### src/rtl/regfile_writer.sv
// regfile_writer: write port, storage and bulk-clear sweep of the 32x32 register file
module regfile_writer (
  input  logic          clock,
  input  logic          reset_n,
  input  logic          wr_valid,
  output logic          wr_ready,
  input  logic [4:0]    wr_addr,
  input  logic [31:0]   wr_data,
  input  logic          clr_start,
  output logic          clr_busy,
  output logic [31:0]   wr_onehot,
  output logic [1023:0] reg_flat
);
  typedef enum logic {IDLE, CLEAR} state_t;
  state_t state, state_nx;
  logic [4:0] idx, idx_nx;
  logic [31:0] en, wdat;
  always_comb begin
    state_nx = state;
    idx_nx = idx;
    en = '0;
    wdat = wr_data;
    if (state == IDLE) begin
      en = (wr_valid && wr_addr != 5'd0) ? 32'd1 << wr_addr : '0;
      state_nx = clr_start ? CLEAR : IDLE;
      idx_nx = clr_start ? 5'd1 : idx;
    end else begin
      en = 32'd1 << idx;
      wdat = '0;
      state_nx = (idx == 5'd31) ? IDLE : CLEAR;
      idx_nx = (idx == 5'd31) ? idx : idx + 5'd1;
    end
  end
  always_ff @(posedge clock or negedge reset_n)
    if (!reset_n) begin
      state <= IDLE;
      idx <= '0;
      wr_onehot <= '0;
    end else begin
      state <= state_nx;
      idx <= idx_nx;
      wr_onehot <= en;
    end
  assign wr_ready = (state == IDLE);
  assign clr_busy = (state == CLEAR);
  assign reg_flat[31:0] = '0;
  for (genvar g = 1; g < 32; g++) begin : g_reg
    logic [31:0] q;
    always_ff @(posedge clock or negedge reset_n)
      if (!reset_n) q <= '0;
      else if (en[g]) q <= wdat;
    assign reg_flat[32*g +: 32] = q;
  end
endmodule

### config.mk
export PLATFORM = sky130hd
export DESIGN_NAME = regfile_writer
export DESIGN_NICKNAME = d
export VERILOG_FILES = /design/src/rtl/regfile_writer.sv
export SDC_FILE = /design/constraint.sdc
export NUM_CORES = 2
export LEC_CHECK = 0
export ABC_AREA = 1
export BUFFER_PORTS_ARGS = -buffer_cell sky130_fd_sc_hd__buf_2
export CORE_AREA = 3 3 422 424
export CTS_CLUSTER_SIZE = 14
export DETAILED_ROUTE_END_ITERATION = 10
export DIE_AREA = 0 0 425 427
export GPL_ROUTABILITY_DRIVEN = 1
export PLACE_DENSITY = 0.54
export SLEW_MARGIN = 5
export SYNTH_ARGS = -nofsm -noshare
export SYNTH_HDL_FRONTEND = slang
export SYNTH_SLANG_ARGS = --single-unit
### constraint.sdc
create_clock -name clock -period 4.2 [get_ports clock]
set_input_delay 0.21 -clock clock [delete_from_list [all_inputs] [get_ports clock]]
set_output_delay 0.21 -clock clock [all_outputs]
set_load 0.01 [all_outputs]
==> summary.json <==
{
  "timing": {
    "clock_skew_ps": 54.4,
    "final.setup.tns_ps": 0,
    "clock_period_minus_final_worst_setup_slack_ps": 3170,
    "slew_violations": 0,
    "setup_violations": 0,
    "max_freq_mhz": 315,
    "layout_worst_path_cycle_share_pct": 75.6,
    "maxSlewHeadroom_pct": 16.1,
    "actual_slew_at_the_worst_max_slew_pin_ps": 1260,
    "setup_repair_after_global_routing_missed_its_margin": "false",
    "timing_hold_violations_final": 0
  },
  "cts": {
    "tritoncts.num_buffers": 114,
    "cts_buffer_depth": 3,
    "path_clk_slew_ps": 60,
    "cts_hold_buffers": 20,
    "cts_tree": "built",
    "clock_latency_ps": 760,
    "post_cts_repair_setup_buffers": 0,
    "cts_num_sinks": 1030,
    "root_buffer_cell": "clkbuf_16",
    "htree_levels": 3,
    "cts_resized": 0
  },
  "finish": {
    "post_layout_cell_count": 8124,
    "drive_gt1_share_pct": 25.5,
    "filler_cell_count": 18300,
    "area_growth_pct": 28.8,
    "num-nets-final": 5748
  },
  "floorplan": {
    "floorplan.die.height_um": 427,
    "effective_utilization_at_floorplan_pct": 24.1,
    "die-area_sq_mm": 0.181,
    "die_x_um": 425,
    "rows": 153,
    "io_pins": 1099,
    "placeableCoreArea_sq_mm": 0.174
  },
  "outcome": {
    "run_status": "finished, final reports clean"
  },
  "logic_synthesis": {
    "post_synth_main_area_contributors": "dfrtp_1 61%, nand3_1 17%, nand2_1 15%, clkbuf_1 2.0%, buf_2 1.9%",
    "synth_compound_gate_area_share_pct": 0.0773,
    "synth_most_common_cell": "nand2_1",
    "netlist_top_cells_count": "1,648 x nand2_1, 1,432 x nand3_1, 1,030 x dfrtp_1",
    "synth_top_cell_by_area": "dfrtp_1",
    "post-synth-top-area-fraction_pct": 61.3,
    "synth_sequential_area_ratio_pct": 61.3,
    "asr_flop_ratio_synth_pct": 100,
    "portion_of_netlist_area_occupied_by_mux_cells_pct": 0,
    "simple_gate_portion_of_the_synthesized_area_pct": 33.2,
    "netlist_area_before_placement_sq_mm": 0.0421,
    "netlist-cell-type-count": 23,
    "ys_dominant_reg_cell": "dfrtp_1",
    "postSynthCellCount": 4751,
    "syn_avg_cell_area_sq_um": 8.85,
    "synth_xor_xnor_area_share_pct": 0.0208,
    "synth_seq_cells": 1030,
    "yosys_warnings": 0,
    "synth_top_family_by_area": "simple AND/OR/NAND/NOR gates",
    "synth_edf_count": 0,
    "synth_adder_area_share_pct": 0.208
  },
  "global_route": {
    "pin_count_of_the_biggest_net_entering_global_routing": 201,
    "global_route.overflow_total": 0,
    "track_usage_pct": 23.3,
    "first_global_vias": 38100,
    "grt_first_pass_wirelength_um": 304000,
    "number_of_antenna_violations_at_the_first_check_in_global_routing": 11
  },
  "routing": {
    "detail_route.drc_violations": 0,
    "avgRoutedWirePerCell_um": 27.2,
    "viasPerCell": 4.98,
    "vias": 40400,
    "dr.first_iter.drc_count": 4451,
    "wirelength_routed_um": 221000,
    "drt_first_pass_iters": 6,
    "final_antenna_violating_net_count": 0
  },
  "pwr": {
    "clock_power_share_pct": 32.9,
    "power_switching_share_pct": 36.6,
    "p_switching_uw": 11800,
    "cellLeakagePower_uw": 0.0318,
    "power-per-cell-area_mw_per_mm2": 596,
    "comb_power_share_pct": 26.9,
    "seqPwrFrac_pct": 40.2,
    "internal_power_uw": 20500,
    "max-vdd-ir-drop_uv": 483
  },
  "critical_path": {
    "critPathLaunchType": "register",
    "critical-path-slowest-cell": "dfrtp_4",
    "crit_path_cell_trace": "inv_8 > nand2_2 > nor2_2 > inv_1 > nor2_1 > nand2_2 > nand2_1 > buf_4 > nand2_1 > nand2_1",
    "worstPathRequired_ps": 4910,
    "reg2regPathDepth": 10,
    "critical_path_arrival_ps": 3880,
    "cp-end-kind": "register",
    "crit_path_frequent_cell": "nand2_1",
    "cpPeakStageDelay_ps": 610,
    "classification_of_the_worst_setup_path": "register to register",
    "crit_path_max_fanout": 72
  },
  "placed_design": {
    "dpl.cell_count": 7889,
    "dp.final_hpwl_um": 147000,
    "numPortBuffers": 1066,
    "gp_routability_congestion": 0.852
  },
  "run": {
    "drv_cap": 0
  },
  "hold_path": {
    "hold_path.class": "primary input to async pin"
  }
}
==> through the flow <==
step / total power (uW) / util (%) / area [sq um] / hold slack [ps] / setup slack, ps
2_1_floorplan: 16900 / - / 42200 / -85.6 / 2520
3_3_place_gp: 21700 / 28.7 / 50000 / 323 / 1040
3_5_place_dp: 21800 / 28.7 / 50000 / 317 / 978
4_1_cts: 32500 / 31.1 / 54100 / 6.98 / 1020
5_1_grt: 33600 / 31.1 / 54100 / 28.5 / 817
6_report: 32300 / 31.1 / 54200 / 40.2 / 1030
==> path summary, 6_finish.rpt <==
kind                                        startpoint                     endpoint  slack, ps
max in group asynchronous                      reset_n  g_reg[20].q[17]$_DFFE_PN0P_       2670
min in group clock                         wr_data[18]  g_reg[25].q[18]$_DFFE_PN0P_         80
min                                            reset_n   g_reg[31].q[2]$_DFFE_PN0P_         40
max reg2reg                         clr_busy$_DFF_PN0_  g_reg[18].q[24]$_DFFE_PN0P_       1030
min reg2reg                g_reg[27].q[12]$_DFFE_PN0P_  g_reg[27].q[12]$_DFFE_PN0P_        490
max                                 clr_busy$_DFF_PN0_  g_reg[18].q[24]$_DFFE_PN0P_       1030
==> layout make-up <==
| type | instances | area, sq um | share of cell area [%] |
|---|---|---|---|
| inverter | 54 | 210 | 0.388 |
| tap | 2325 | 2910 | 5.37 |
| sequential | 1030 | 25800 | 47.6 |
| antenna | 8 | 20.0 | 0.0370 |
| clock inverter | 43 | 649 | 1.20 |
| timing repair buffer | 1241 | 6850 | 12.6 |
| multi-input combinational | 3259 | 14400 | 26.7 |
| clock buffer | 164 | 3300 | 6.09 |
==> kinds of logic (layout without fill, tap and decap cells) <==
family | count (synthesis) | after routing
AOI/OAI and AO/OA | 6 | 6
xor gates and xnor gates | 1 | 1
adders and majority gates | 7 | 7
buffers and inverters | 493 | 1502
DFF | 1030 | 1030
other | 1 | 40
and+or+nand+nor | 3213 | 3213
==> critical path: cells and delay by family (launching register included) <==
kind	cells	cell delay (ps)
buffers and inverters	3	920
flip-flops	1	610
AND/OR/NAND/NOR	7	1470
==> sequential cells by signal, summed over array words and instances, names as in the netlist <==
register and flops:
g.q 992, wr_onehot 32, idx 5, clr_busy 1
==> power groups by stage <==
stage	clock network, uW	logic (uW)	registers (uW)
finish	10600	8690	13000
global route	11200	9290	13200
CTS	10800	8730	12900
detailed placement	0	8710	13100
global placement	0	8650	13000
floorplan	0	3050	13800
==> layer usage <==
metal | GRT usage, % | part of all wire [%] | vias to the layer above
met5 | 0 | 0 | -
met4 | 12.4 | 6.6 | 0
met3 | 5.35 | 8.7 | 563
met2 | 36.8 | 46 | 2230
met1 | 29.7 | 39 | 20300
li1 | - | - | 17300
==> cells in the final DEF (no fill, tap or decap), types with 21 or more instances in the layout <==
cell type and instances:
nor2_2 28, dfrtp_1 1029, nor2_1 46, buf_4 144, nand2_1 1644, conb_1 32
nor2_4 21, nand3_1 1430, inv_1 51, clkbuf_8 26, clkbuf_16 114, buf_2 1065
clkbuf_1 24
No activity file was read; power rests on OpenSTA's default activity.
